**src/rtl/spi_byte_rx.sv**
```systemverilog
// SPI mode-0 byte receiver: synchronises SCK/MOSI/CS into sysclk, deserialises MSB-first words, strobes oRxReady.
// Optional debug bus enabled by defining SPI_BYTE_RX_PROBE_EN; otherwise probe is tied to 8'h00.
module spi_byte_rx #(
  parameter int SYNC_STAGES = 2,
  parameter int DATA_WIDTH  = 8
) (
  input  logic                  sysclk,
  input  logic                  reset,
  input  logic                  iSPIClk,
  input  logic                  iSPIMOSI,
  input  logic                  iSPICS,
  output logic [DATA_WIDTH-1:0] oRx,
  output logic                  oRxReady,
  output logic [7:0]            probe
);

  localparam int CNT_W = $clog2(DATA_WIDTH);

  logic [SYNC_STAGES-1:0] r_sck_sync  = '0;
  logic [SYNC_STAGES-1:0] r_mosi_sync = '0;
  logic [SYNC_STAGES-1:0] r_cs_sync   = '1;
  logic                   r_sck_hist  = 1'b0;

  // The MSB of the word is never needed after completion, so only DATA_WIDTH-1 bits are kept.
  logic [DATA_WIDTH-2:0]  r_shift = '0;
  logic [CNT_W-1:0]       r_count = '0;
  logic [DATA_WIDTH-1:0]  r_rx    = '0;
  logic                   r_ready = 1'b0;

  logic w_sck;
  logic w_mosi;
  logic w_cs_active;
  logic w_sck_rise;
  logic w_last_bit;

  assign w_sck       = r_sck_sync[SYNC_STAGES-1];
  assign w_mosi      = r_mosi_sync[SYNC_STAGES-1];
  assign w_cs_active = ~r_cs_sync[SYNC_STAGES-1];
  assign w_sck_rise  = w_sck & ~r_sck_hist;
  assign w_last_bit  = (r_count == CNT_W'(DATA_WIDTH - 1));

  always_ff @(posedge sysclk) begin
    if (reset) begin
      r_sck_sync  <= '0;
      r_mosi_sync <= '0;
      r_cs_sync   <= '1;
      r_sck_hist  <= 1'b0;
    end else begin
      r_sck_sync  <= {r_sck_sync[SYNC_STAGES-2:0], iSPIClk};
      r_mosi_sync <= {r_mosi_sync[SYNC_STAGES-2:0], iSPIMOSI};
      r_cs_sync   <= {r_cs_sync[SYNC_STAGES-2:0], iSPICS};
      r_sck_hist  <= w_sck;
    end
  end

  // Holding count/shift at zero while deselected both aborts partial words and
  // guarantees every CS falling edge begins a fresh word.
  always_ff @(posedge sysclk) begin
    if (reset) begin
      r_shift <= '0;
      r_count <= '0;
      r_rx    <= '0;
      r_ready <= 1'b0;
    end else begin
      r_ready <= 1'b0;
      if (!w_cs_active) begin
        r_shift <= '0;
        r_count <= '0;
      end else if (w_sck_rise) begin
        r_shift <= {r_shift[DATA_WIDTH-3:0], w_mosi};
        r_count <= r_count + CNT_W'(1);
        if (w_last_bit) begin
          r_rx    <= {r_shift, w_mosi};
          r_ready <= 1'b1;
        end
      end
    end
  end

  assign oRx      = r_rx;
  assign oRxReady = r_ready;

`ifdef SPI_BYTE_RX_PROBE_EN
  logic       r_toggle = 1'b0;
  logic [7:0] r_probe  = '0;

  always_ff @(posedge sysclk) begin
    if (reset) begin
      r_toggle <= 1'b0;
      r_probe  <= '0;
    end else begin
      if (w_cs_active && w_sck_rise && w_last_bit) begin
        r_toggle <= ~r_toggle;
      end
      r_probe <= {w_cs_active, w_sck, w_mosi, r_toggle, 4'(r_count)};
    end
  end

  assign probe = r_probe;
`else
  assign probe = 8'h00;
`endif

endmodule

```
**config.mk**
```make
export PLATFORM = sky130hd
export DESIGN_NAME = spi_byte_rx
export DESIGN_NICKNAME = d
export VERILOG_FILES = /design/src/rtl/spi_byte_rx.sv
export SDC_FILE = /design/constraint.sdc
export NUM_CORES = 1
export LEC_CHECK = 0
export CAP_MARGIN = 20
export CORE_MARGIN = 3
export CORE_UTILIZATION = 35
export DETAILED_ROUTE_END_ITERATION = 10
export PLACE_DENSITY = 0.7
export SETUP_SLACK_MARGIN = 0.05
export SLEW_MARGIN = 20
export SYNTH_ARGS = -nofsm -noshare
export SYNTH_HDL_FRONTEND = slang
export SYNTH_SLANG_ARGS = --single-unit
```
**constraint.sdc**
```tcl
create_clock -name sysclk -period 1.91 [get_ports sysclk]
set_input_delay 0.382 -clock sysclk [delete_from_list [all_inputs] [get_ports sysclk]]
set_output_delay 0.382 -clock sysclk [all_outputs]
set_load 0.005 [all_outputs]
```
Yosys cells after proc, flatten, opt, wreduce, memory -nomap -nowiden. Cells that the tools add are included.

Bits in latches: 0. Bits of input ports: 5. Logic and storage cells: 18. Bits in registers: 26. RAM bits: 0. Memory bits (read-only): 0. Memories: 0.

Shift-type cells: 0. Divide/modulo/power cells: 0. Reduce and logical (&&, ||, !) cells: 3. $add $sub $neg: 1. Bitwise operators: 4. Equality and inequality tests: 1. Mux-type cells: 1. Order comparisons: 0. Multiply operators: 0.

Operators with widths (number): $add A3 B1 Y3 const B (1); $eq A3 B3 Y1 const B (1); $not A1 Y1 (3); $reduce_and A3 Y1 (1); $reduce_or A3 Y1 (1); $reduce_or A2 Y1 (1); $and A1 B1 Y1 (1); $mux W1 (1).

Logic depth before layout (Yosys ltp).
Depth in word-level cells: 4. Mapped depth: 6. Mapped depth without buffers: 5.

Least setup slack after synthesis. Ideal clock, no wire load.

Path kind: register to register. Start: register r_count[0]. End: register r_rx[0] (netlist: oRx[0]). Arrival: 1.088 ns. Stages on the path, launching flop included: 7. Data required time: 1.793 ns. Setup slack: 0.705 ns. Period minus slack after synthesis: 1.205 ns. Cells stage by stage: dfxtp_1 > ha_1 > ha_1 > and4bb_1 > buf_6 > nand2_1 > a21oi_2.

Longest elaborated chain between the ends: 2.

RTL lines: start: declaration (line 26) `logic [CNT_W-1:0] r_count = '0;`; start signal: assignment (line 71) `r_count <= r_count + CNT_W'(1);`; $eq A3 B3 Y1 (line 40) `assign w_last_bit = (r_count == CNT_W'(DATA_WIDTH - 1));`; via w_last_bit (line 34) `logic w_last_bit;`; $reduce_and A3 Y1 (no line); end signal: assignment (line 73) `r_rx <= {r_shift, w_mosi};`; end: declaration (line 27) `logic [DATA_WIDTH-1:0] r_rx = '0;`.

The timed path passes the listed nets, and every way through them passes these cells. A chain may end at the register's enable or synchronous reset.

Final worst setup path.
Start: register r_rx[3] (netlist: oRx[3]). End: output oRx[3].

RTL lines: end: declaration (line 12) `output logic [DATA_WIDTH-1:0] oRx,`.

No word-level cell between the ends.

==> run_summary.xml <==
<?xml version="1.0" encoding="UTF-8"?>
<metrics>
  <group name="status">
    <metric name="outcome" unit="">finished clean</metric>
  </group>
  <group name="critical_path">
    <metric name="timing.critical_path.to_type" unit="">output port</metric>
    <metric name="critical_path.max_fanout" unit="">2</metric>
    <metric name="crit_buf_inv" unit="">1</metric>
    <metric name="worst_r2r_endpoint" unit="">oRx[2]</metric>
    <metric name="crit_type" unit="">reg2out</metric>
    <metric name="worst_reg2reg_path_length_in_cells" unit="">5</metric>
    <metric name="cp_required" unit="ps">1530</metric>
    <metric name="worst-r2r-setup-slack" unit="ps">460</metric>
    <metric name="r2r-start" unit="">r_count[0]</metric>
    <metric name="crit_path_start_kind" unit="">flip-flop</metric>
    <metric name="critical-path-max-stage-delay" unit="ps">500</metric>
    <metric name="path_delay_family" unit="">buffers and inverters</metric>
    <metric name="path_cells" unit="">clkdlybuf4s50_1</metric>
    <metric name="arrival" unit="ps">1170</metric>
    <metric name="cp_slowest_cell" unit="">clkdlybuf4s50_1</metric>
  </group>
  <group name="synth">
    <metric name="synth_seq_area_share" unit="">0.5200</metric>
    <metric name="synth-seq-cells" unit="">26</metric>
    <metric name="yosysTopAreaCell" unit="">dfxtp_1</metric>
    <metric name="syn-mean-instance-area" unit="sq um">9.183</metric>
    <metric name="mapped_cells" unit="">109</metric>
    <metric name="synthesis.yosys.warnings" unit="">0</metric>
    <metric name="netlist_top_cells_count" unit="">34 x nand2_1, 26 x dfxtp_1, 9 x a21oi_1, 9 x buf_4, 8 x a21oi_2</metric>
    <metric name="yosys.cell_count.top_type" unit="">nand2_1</metric>
    <metric name="synth_cell_type_count" unit="">19</metric>
    <metric name="synth_enable_flop_cells" unit="">0</metric>
    <metric name="netlist_area_before_placement" unit="sq um">1001</metric>
    <metric name="yosysTopAreaCellShare" unit="">0.5200</metric>
    <metric name="ys.flop_type" unit="">dfxtp_1</metric>
    <metric name="yosys-top-cells-area" unit="">dfxtp_1 52%, nand2_1 13%, a21oi_2 7.0%</metric>
    <metric name="asyncSetResetFlopFracSynth" unit="">0</metric>
  </group>
  <group name="timing">
    <metric name="report.final.slew_viol_count" unit="">0</metric>
    <metric name="tns" unit="ps">0</metric>
    <metric name="finClkSkew" unit="ps">2.833</metric>
    <metric name="setup_viol" unit="">0</metric>
    <metric name="grt_setup_unrepaired" unit="">no</metric>
    <metric name="final_period_minus_worst_setup_slack" unit="ps">1552</metric>
    <metric name="max_slew_headroom" unit="">0.6416</metric>
    <metric name="fmax" unit="MHz">644.3</metric>
    <metric name="hold_viol_final" unit="">0</metric>
    <metric name="worstMarginPinSlew" unit="ps">537.6</metric>
    <metric name="layout_worst_path_cycle_share" unit="">0.8125</metric>
  </group>
  <group name="floorplanning">
    <metric name="rows" unit="">18</metric>
    <metric name="pin_count" unit="">22</metric>
    <metric name="floorplan_die_area" unit="sq um">3537</metric>
    <metric name="chipWidth" unit="microns">59.48</metric>
    <metric name="placeableCoreArea" unit="sq um">2590</metric>
    <metric name="die_h" unit="microns">59.48</metric>
    <metric name="start_util" unit="">0.3865</metric>
  </group>
  <group name="routing">
    <metric name="met3_wirelength" unit="microns">118</metric>
    <metric name="antenna_violating_nets_post_route" unit="">0</metric>
    <metric name="detailroute.wirelength.met2" unit="microns">757</metric>
    <metric name="detailroute.via_count" unit="">680</metric>
    <metric name="detailedRoute.firstPassIterationCount" unit="">4</metric>
    <metric name="post_drt_via_cell_ratio" unit="">4.533</metric>
    <metric name="wl_per_cell" unit="microns">10.03</metric>
    <metric name="detail_route.wirelength" unit="microns">1505</metric>
    <metric name="drc" unit="">0</metric>
    <metric name="max_used_layer" unit="">met4</metric>
    <metric name="detail_route.wirelength.met1" unit="microns">618</metric>
    <metric name="detailedRoute.firstIterationViolations" unit="">11</metric>
  </group>
  <group name="min_path">
    <metric name="worst_hold_startpoint" unit="">r_cs_sync[0]</metric>
    <metric name="hold_path.class" unit="">reg2reg</metric>
    <metric name="worstHoldEndpoint" unit="">r_cs_sync[1]</metric>
    <metric name="worst_hold_path.num_cells" unit="">1</metric>
  </group>
  <group name="final_layout">
    <metric name="antenna-diode-count" unit="">0</metric>
    <metric name="final_layout_size_suffix_gt1_frac" unit="">0.1250</metric>
    <metric name="areaGrowthSynthToFinish" unit="%">13.25</metric>
    <metric name="layout.core_utilization" unit="">0.4377</metric>
    <metric name="final_net_count" unit="">128</metric>
  </group>
  <group name="power_and_ir_drop">
    <metric name="peakVddDrop" unit="mV">0.6147</metric>
    <metric name="leakage" unit="uW">0.0003878</metric>
    <metric name="power.density_cell_area" unit="nW/um^2">751.5</metric>
  </group>
  <group name="cts">
    <metric name="post-cts-setup-buffers" unit="">0</metric>
    <metric name="cts_tree" unit="">yes</metric>
    <metric name="post_cts_resize_count" unit="">0</metric>
    <metric name="worst_setup_hold_path_clk_slew" unit="ps">130</metric>
    <metric name="master_cell_of_the_clock_root_buffer" unit="">clkbuf_4</metric>
    <metric name="tritoncts.num_buffers" unit="">3</metric>
    <metric name="insertion_delay" unit="ps">310</metric>
    <metric name="ctsLongestPathBuffers" unit="">2</metric>
    <metric name="cts_hold_buf" unit="">0</metric>
    <metric name="cts_max_level" unit="">1</metric>
    <metric name="clkSinkCount" unit="">26</metric>
  </group>
  <group name="place">
    <metric name="dp_hpwl" unit="microns">1136</metric>
    <metric name="port_buffers" unit="">13</metric>
    <metric name="finalWeightedCongestion" unit="">0.7442</metric>
  </group>
  <group name="global_routing">
    <metric name="pin_count_of_the_biggest_net_entering_global_routing" unit="">15</metric>
    <metric name="grt_first_pass_wirelength" unit="microns">2622</metric>
    <metric name="grt.total_usage" unit="">0.09892</metric>
    <metric name="number_of_global_route_vias_before_repair" unit="">647</metric>
    <metric name="globalRouteOverflowTotal" unit="">0</metric>
    <metric name="antenna_violations_before_repair" unit="">0</metric>
  </group>
  <group name="job">
    <metric name="cap_viol_max_count" unit="">0</metric>
  </group>
</metrics>
-- worst register-to-register path: cells and delay by family, from the launching register on --
family | cells | cell delay (ps)
fa+ha+maj | 2 | 330
flops | 1 | 390
simple gates | 2 | 570
compound gates | 1 | 70
-- state kept, by name, summed over array words and instances (netlist names) --
register / cells
r_shift: 7
r_count: 3
oRx: 8
r_sck_hist: 1
oRxReady: 1
r_mosi_sync: 2
r_cs_sync: 2
r_sck_sync: 2
-- per-stage QoR --
step	instances	instance area [sq um]	worst slack [ps]	total power (uW)	hold WS [ps]
after floorplan	116	1027	705.3	597.5	389.5
after global placement	146	1097	301.4	595.7	392.5
after detailed placement	146	1097	221.5	597.1	401.6
after CTS	150	1134	331.3	862.5	432.6
after global routing	150	1134	289.2	892.5	453.1
final	150	1134	358.0	851.9	427.6
-- worst max path at each step --
stage               startpoint    endpoint  depth (start not counted)
floorplan           r_count[0]      oRx[0]                          6
global placement         reset  r_count[0]                          3
detailed placement       reset  r_count[0]                          3
CTS                     oRx[3]      oRx[3]                          1
global route            oRx[1]      oRx[1]                          1
finish                  oRx[3]      oRx[3]                          1
-- cells in the final DEF (no fill, tap or decap), drive strengths merged --
cell           Yosys  routed
a21oi             17      17
and2b              1       1
nand2             34      34
clkbuf             1       4
and4bb             1       1
nor2b              5       5
dfxtp             26      26
conb               1       8
xnor2              1       1
or2                3       3
nand2b             1       1
buf               13       1
ha                 2       2
nor2               2       2
nand4bb            1       1
clkdlybuf4s50      0      13
-- metal layers --
metal	vias up	track usage
met5	-	0
met4	0	0.01942
met1	307	0.09973
li1	351	-
met3	2	0.04575
met2	20	0.1841
-- layout make-up --
class                   instances  area, sq um
clock buffers                   4        36.28
fillers                       265         1456
multi-input cells              76        401.6
flip-flops and latches         26        520.5
well taps                      30        37.54
repair buffers                 14        137.6
-- logic make-up after synthesis --
| kind of cell | after synthesis | synth area share |
|---|---|---|
| other | 1 | 0.003746 |
| buffers and inverters | 14 | 0.1050 |
| and+or+nand+nor | 48 | 0.2225 |
| DFF | 26 | 0.5200 |
| adders and majority gates | 2 | 0.02500 |
| xor gates and xnor gates | 1 | 0.008752 |
| AOI/OAI and AO/OA | 17 | 0.1150 |
-- where the power goes --
group | leakage [uW] | switching (uW) | internal, uW
logic | 0.000156 | 18.3 | 14.4
registers | 0.000211 | 2.88 | 549
clock network | 0.0000210 | 151 | 116
total | 0.000388 | 172 | 680
Note: power is estimated with default switching activity, not from simulation.
